$ cat src/rtl/cpu_pkg.sv
// Shared definitions for the G2 control path: opcodes, sequencer state
// encoding, opcode classes and the packed control-strobe bundle.
package cpu_pkg;

  localparam int unsigned OPCODE_W = 5;

  // Supported opcodes (ir[31:27])
  localparam logic [OPCODE_W-1:0] OP_ADD  = 5'b00011;
  localparam logic [OPCODE_W-1:0] OP_SUB  = 5'b00100;
  localparam logic [OPCODE_W-1:0] OP_AND  = 5'b00101;
  localparam logic [OPCODE_W-1:0] OP_OR   = 5'b00110;
  localparam logic [OPCODE_W-1:0] OP_SHR  = 5'b00111;
  localparam logic [OPCODE_W-1:0] OP_SHRA = 5'b01000;
  localparam logic [OPCODE_W-1:0] OP_SHL  = 5'b01001;
  localparam logic [OPCODE_W-1:0] OP_ROR  = 5'b01010;
  localparam logic [OPCODE_W-1:0] OP_ROL  = 5'b01011;
  localparam logic [OPCODE_W-1:0] OP_NEG  = 5'b10001;
  localparam logic [OPCODE_W-1:0] OP_NOT  = 5'b10010;
  localparam logic [OPCODE_W-1:0] OP_NOP  = 5'b11010;
  localparam logic [OPCODE_W-1:0] OP_HALT = 5'b11011;

  // Step states use their step number as encoding so tstep falls out directly
  typedef enum logic [2:0] {
    T0      = 3'd0,
    T1      = 3'd1,
    T2      = 3'd2,
    T3      = 3'd3,
    T4      = 3'd4,
    T5      = 3'd5,
    HALT    = 3'd6,
    RESET_S = 3'd7
  } state_t;

  typedef enum logic [1:0] {
    CLS_BIN     = 2'd0,
    CLS_UNARY   = 2'd1,
    CLS_NOP     = 2'd2,
    CLS_ILLEGAL = 2'd3
  } op_class_t;

  // One bit per datapath strobe, plus ALU-op enable
  typedef struct packed {
    logic pc_out;
    logic zlow_out;
    logic mdr_out;
    logic mar_in;
    logic z_in;
    logic pc_in;
    logic mdr_in;
    logic ir_in;
    logic y_in;
    logic inc_pc;
    logic read;
    logic gra;
    logic grb;
    logic grc;
    logic r_in;
    logic r_out;
    logic run;
    logic illegal;
    logic alu_en;
  } ctrl_t;

  localparam ctrl_t CTRL_IDLE = '0;

  // Debug step index: 0-5 for execution steps, 7 for reset/halt
  function automatic logic [2:0] step_index(input state_t s);
    logic [2:0] idx;
    if (s == HALT || s == RESET_S) begin
      idx = 3'd7;
    end else begin
      idx = s;
    end
    return idx;
  endfunction

endpackage

$ cat src/rtl/opcode_classifier.sv
// Combinational opcode decode: maps an opcode to its execution class and
// flags the halt opcode.
module opcode_classifier
  import cpu_pkg::*;
(
  input  logic [OPCODE_W-1:0] opcode,
  output op_class_t           op_class,
  output logic                is_halt
);

  // Class lookup; unsupported opcodes fall to CLS_ILLEGAL
  always_comb begin
    op_class = CLS_ILLEGAL;
    is_halt  = 1'b0;
    case (opcode)
      OP_ADD, OP_SUB, OP_AND, OP_OR, OP_SHR,
      OP_SHRA, OP_SHL, OP_ROR, OP_ROL: op_class = CLS_BIN;
      OP_NEG, OP_NOT:                  op_class = CLS_UNARY;
      OP_NOP:                          op_class = CLS_NOP;
      OP_HALT: begin
        op_class = CLS_NOP;
        is_halt  = 1'b1;
      end
      default:                         op_class = CLS_ILLEGAL;
    endcase
  end

endmodule

$ cat src/rtl/control_sequencer.sv
// Moore control unit for the G2 CPU: steps T0-T5 per instruction, strobes
// decoded purely from the state, class and opcode registers.
module control_sequencer
  import cpu_pkg::*;
#(
  parameter int OPW = 5,
  parameter int IRW = 32
) (
  input  logic           clock,
  input  logic           reset_n,
  input  logic [IRW-1:0] ir,
  input  logic           stop,
  output logic           PCout,
  output logic           Zlowout,
  output logic           MDRout,
  output logic           MARin,
  output logic           Zin,
  output logic           PCin,
  output logic           MDRin,
  output logic           IRin,
  output logic           Yin,
  output logic           IncPC,
  output logic           Read,
  output logic           Gra,
  output logic           Grb,
  output logic           Grc,
  output logic           Rin,
  output logic           Rout,
  output logic [OPW-1:0] alu_op,
  output logic           Run,
  output logic           illegal,
  output logic [2:0]     tstep
);

  state_t    state;
  state_t    state_nxt;
  state_t    boundary_nxt;
  op_class_t cls_q;
  op_class_t dec_class;
  logic      dec_halt;
  logic [OPW-1:0] op_q;
  logic [OPW-1:0] opcode;
  ctrl_t     ctrl;
  logic      unused_ir_fields;

  assign opcode           = ir[IRW-1 -: OPW];
  assign unused_ir_fields = ^ir[IRW-OPW-1:0];

  opcode_classifier u_classifier (
    .opcode   (opcode),
    .op_class (dec_class),
    .is_halt  (dec_halt)
  );

  // State register
  always_ff @(posedge clock or negedge reset_n) begin
    if (!reset_n) begin
      state <= RESET_S;
    end else begin
      state <= state_nxt;
    end
  end

  // Capture class and opcode as IR is loaded so later ir changes are ignored
  always_ff @(posedge clock or negedge reset_n) begin
    if (!reset_n) begin
      cls_q <= CLS_NOP;
      op_q  <= '0;
    end else if (state == T2) begin
      cls_q <= dec_class;
      op_q  <= opcode;
    end
  end

  // Next-state logic; stop is only honoured on the last step of an instruction
  always_comb begin
    boundary_nxt = stop ? HALT : T0;
    state_nxt    = state;
    case (state)
      RESET_S: state_nxt = T0;
      T0:      state_nxt = T1;
      T1:      state_nxt = T2;
      T2:      state_nxt = dec_halt ? HALT : T3;
      T3: begin
        if (cls_q == CLS_BIN || cls_q == CLS_UNARY) begin
          state_nxt = T4;
        end else begin
          state_nxt = boundary_nxt;
        end
      end
      T4:      state_nxt = (cls_q == CLS_BIN) ? T5 : boundary_nxt;
      T5:      state_nxt = boundary_nxt;
      HALT:    state_nxt = HALT;
      default: state_nxt = RESET_S;
    endcase
  end

  // Strobe decode from registered state/class only (Moore outputs)
  always_comb begin
    ctrl = CTRL_IDLE;
    case (state)
      T0: begin
        ctrl.run    = 1'b1;
        ctrl.pc_out = 1'b1;
        ctrl.mar_in = 1'b1;
        ctrl.inc_pc = 1'b1;
        ctrl.z_in   = 1'b1;
      end
      T1: begin
        ctrl.run      = 1'b1;
        ctrl.zlow_out = 1'b1;
        ctrl.pc_in    = 1'b1;
        ctrl.read     = 1'b1;
        ctrl.mdr_in   = 1'b1;
      end
      T2: begin
        ctrl.run     = 1'b1;
        ctrl.mdr_out = 1'b1;
        ctrl.ir_in   = 1'b1;
      end
      T3: begin
        ctrl.run = 1'b1;
        case (cls_q)
          CLS_BIN: begin
            ctrl.grb   = 1'b1;
            ctrl.r_out = 1'b1;
            ctrl.y_in  = 1'b1;
          end
          CLS_UNARY: begin
            ctrl.grb    = 1'b1;
            ctrl.r_out  = 1'b1;
            ctrl.z_in   = 1'b1;
            ctrl.alu_en = 1'b1;
          end
          CLS_ILLEGAL: ctrl.illegal = 1'b1;
          default: ;
        endcase
      end
      T4: begin
        ctrl.run = 1'b1;
        if (cls_q == CLS_BIN) begin
          ctrl.grc    = 1'b1;
          ctrl.r_out  = 1'b1;
          ctrl.z_in   = 1'b1;
          ctrl.alu_en = 1'b1;
        end else begin
          ctrl.zlow_out = 1'b1;
          ctrl.gra      = 1'b1;
          ctrl.r_in     = 1'b1;
        end
      end
      T5: begin
        ctrl.run      = 1'b1;
        ctrl.zlow_out = 1'b1;
        ctrl.gra      = 1'b1;
        ctrl.r_in     = 1'b1;
      end
      default: ctrl = CTRL_IDLE;
    endcase
  end

  assign PCout   = ctrl.pc_out;
  assign Zlowout = ctrl.zlow_out;
  assign MDRout  = ctrl.mdr_out;
  assign MARin   = ctrl.mar_in;
  assign Zin     = ctrl.z_in;
  assign PCin    = ctrl.pc_in;
  assign MDRin   = ctrl.mdr_in;
  assign IRin    = ctrl.ir_in;
  assign Yin     = ctrl.y_in;
  assign IncPC   = ctrl.inc_pc;
  assign Read    = ctrl.read;
  assign Gra     = ctrl.gra;
  assign Grb     = ctrl.grb;
  assign Grc     = ctrl.grc;
  assign Rin     = ctrl.r_in;
  assign Rout    = ctrl.r_out;
  assign Run     = ctrl.run;
  assign illegal = ctrl.illegal;
  assign alu_op  = ctrl.alu_en ? op_q : '0;
  assign tstep   = step_index(state);

endmodule

$ cat config.mk
export PLATFORM = sky130hd
export DESIGN_NAME = control_sequencer
export DESIGN_NICKNAME = d
export VERILOG_FILES = /design/src/rtl/cpu_pkg.sv /design/src/rtl/opcode_classifier.sv /design/src/rtl/control_sequencer.sv
export SDC_FILE = /design/constraint.sdc
export NUM_CORES = 1
export LEC_CHECK = 0
export CAP_MARGIN = 5
export CORE_MARGIN = 2
export CORE_UTILIZATION = 50
export DETAILED_ROUTE_END_ITERATION = 16
export DONT_BUFFER_PORTS = 1
export PLACE_DENSITY = 0.71
export SYNTH_ARGS = -nofsm -noshare
export SYNTH_HDL_FRONTEND = slang
export SYNTH_SLANG_ARGS = --single-unit
$ cat constraint.sdc
create_clock -name clock -period 3.05 [get_ports clock]
set_input_delay 0.305 -clock clock [delete_from_list [all_inputs] [get_ports clock]]
set_output_delay 0.305 -clock clock [all_outputs]
set_load 0.1 [all_outputs]
==> key figures <==
GRT
  • Largest net degree at the start of global routing: 14
  • Vias in the first global route: 579
  • Initial antenna violation count: 0
  • First-pass GRT wire length: 2770 um
  • GRT overflow: 0
  • All-Layer GR Usage: 20.7%

Cells and area
  • Area Growth Syn to Fin: 38.9%
  • Final nets: 133
  • Share of cells above drive strength 1: 49.5%
  • Final Util: 76.7%
  • Antenna Cells: 0

Worst setup path
  • CP endpoint kind: primary output
  • Crit path arrival time: 2.54 ns
  • Worst-case reg-to-reg path depth: 4
  • Startpoint Class: flop
  • CP Launch Point: state[0]$_DFF_PN1_
  • CP Max Fanout: 9
  • Worst R2R Start: state[2]$_DFF_PN1_
  • Worst R2R Setup Slack: 1.28 ns
  • Worst reg2reg endpoint: state[2]$_DFF_PN1_
  • Setup CP Type: flop to primary output
  • Critical Path RT: 2.74 ns

Route
  • Post-Route WL: 1750 um
  • Wirelength per Cell: 15.6 um
  • Vias post-DR: 658
  • Pre-antenna DRT Iters: 4
  • Routed Antenna Nets: 0
  • Average vias per placed instance: 5.88
  • Residual DRC count: 0
  • DRT iter0 DRCs: 26

Synth
  • Ys Warns: 0
  • #FFs+latches synth: 10
  • Mux contribution to synthesized area: 9.00%
  • Cells after Synth: 83
  • Post-synthesis xor/xnor area fraction: 0%
  • Post-Syn Area: 737 um2
  • Simple-gate share of the synthesized area: 24.1%
  • Area share of fa/ha/maj cells after synthesis: 0%
  • Yosys cell types: 33
  • Post-synthesis compound-gate area fraction: 18.7%
  • Net count after synthesis: 118
  • Syn_area_per_cell: 8.88 um2
  • Register area share after synthesis: 34.6%
  • Largest family of logic cells by synthesized area: simple AND/OR/NAND/NOR gates

Status
  • Status: finished clean

Timing
  • Final Slew Violations: 0
  • Final setup vio count: 0
  • Slew @ Worst Pin: 1.17 ns
  • Final hold slack: 0.185 ns
  • Post-layout min period: 2.84 ns
  • Period utilisation layout: 93.2%
  • Fin. Hold Viols: 0
  • Skew final: 0.00145 ns
  • Setup ws final: 0.208 ns
  • TNS Setup: 0 ns
  • Max Clk Rate: 352 MHz
  • Slew HR: 22.0%
  • RSZ-0062 raised after global routing: false

CTS
  • Clock buffer depth: 2
  • # H-tree levels: 1
  • Clock Pin Slew Worst Setup and Hold Paths: 0.07 ns
  • Root Buffer: clkbuf_4
  • Num CTS Buffers: 3
  • TritonCTS clock tree: done
  • Clk sinks: 10
  • PostCTS Resize Cnt: 0
  • Insertion delay to the later sink of the worst-skew pair: 0.27 ns
  • Postcts setup bufs: 0

Die
  • Num rows: 13
  • Core ar.: 1330 um2
  • Die Ht: 42.4 um
  • Die area: 1800 um2
  • Starting Density: 55.3%
  • Die Width: 42.4 um
  • # IOs: 61

Job
  • Max_cap viols: 0

Worst hold path
  • Hold Path Origin: ir[28]
  • Hold Path Class: input port to flop
  • Hold EP: op_q[1]$_DFFE_PN0P_
  • Worst hold path stage count: 1

Place
  • HPWL after DPL: 1350 um
  • Dpl ws: 0.513 ns
  • GP Congestion: 0.806
  • IO Port Bufs: 0
## cells in the final DEF, fill, tap and decap left out, types with 2 or more instances in the layout
master | netlist | final
inv_1 | 4 | 4
nand2_1 | 5 | 5
clkbuf_4 | 0 | 3
nor2b_1 | 3 | 3
nor2_2 | 0 | 4
dfstp_2 | 4 | 4
or2_1 | 2 | 2
buf_16 | 0 | 2
mux2_2 | 5 | 5
buf_12 | 0 | 2
dfrtp_1 | 6 | 6
o21ai_0 | 3 | 3
buf_4 | 7 | 17
nor3_4 | 0 | 2
nor2_1 | 7 | 3
and2_1 | 5 | 5
a21oi_1 | 5 | 5
## cell type report
class | instances | area, um2
well taps | 15 | 18.8
clock buffers | 4 | 36.3
multi-input cells | 56 | 440
repair buffers | 23 | 258
flip-flops and latches | 10 | 255
inverters | 4 | 15.0
fillers | 83 | 310
## cells in the mapped netlist, drive strengths merged
library cell	count	area (um2)
a21o	1	7.51
a21oi	7	50.1
a221o	1	10.0
a221oi	1	8.76
a22o	1	8.76
a31o	1	8.76
a31oi	2	12.5
and2	5	31.3
buf	9	68.8
clkbuf	4	16.3
dfrtp	6	150
dfstp	4	105
inv	4	15.0
mux2	5	56.3
mux2i	1	10.0
nand2	5	18.8
nand2b	1	13.8
nand3	1	5.00
nor2	7	26.3
nor2b	3	18.8
nor3	4	20.0
nor3b	2	20.0
o21a	1	7.51
o21ai	3	15.0
o311ai	1	8.76
or2	2	12.5
or3	1	11.3
## critical path, stage by stage (launching register included)
cell and delay, ns:
dfstp_2 0.67, inv_1 0.22, nor3_4 0.93, buf_4 0.45
## state kept, by name, indices dropped and copies added, names as in the netlist
name / cells
op_q: 5
state: 3
cls_q: 2
## what timing repair did
item                                   in CTS  in global routing
hold buffers                                1                  0
endpoints found under the hold margin      10                  0
setup endpoints to repair                   0                  0
## per-layer routing
metal	up-vias	track usage (%)	wire length (um)
met3	2	3.88	148
met2	38	33.5	889
met4	0	11.9	12
met5	-	0	0
met1	309	25.4	700
li1	309	-	-
## how the worst max path moves through the flow
| stage | end | slack, ns |
|---|---|---|
| finish | MDRin | 0.21 |
| global route | MDRin | 0.15 |
| CTS | MDRin | 0.20 |
| detailed placement | MDRin | 0.51 |
| global placement | MDRin | 0.54 |
| floorplan | Grc | 0.007 |
## cells by family (layout without fill, tap and decap cells)
kind of cell | Yosys count | count (layout)
DFF | 10 | 10
muxes | 6 | 6
AOI/OAI and AO/OA | 19 | 19
and+or+nand+nor | 31 | 31
buffers and inverters | 17 | 31
## stage by stage
stage	area [um2]	cells
finish	1020	112
global route	1020	112
global placement	977	107
detailed placement	977	107
floorplan	753	83
CTS	1020	112
Power is not shown: default switching activity piles up to over one toggle a cycle in this logic, so the estimate is an artifact.
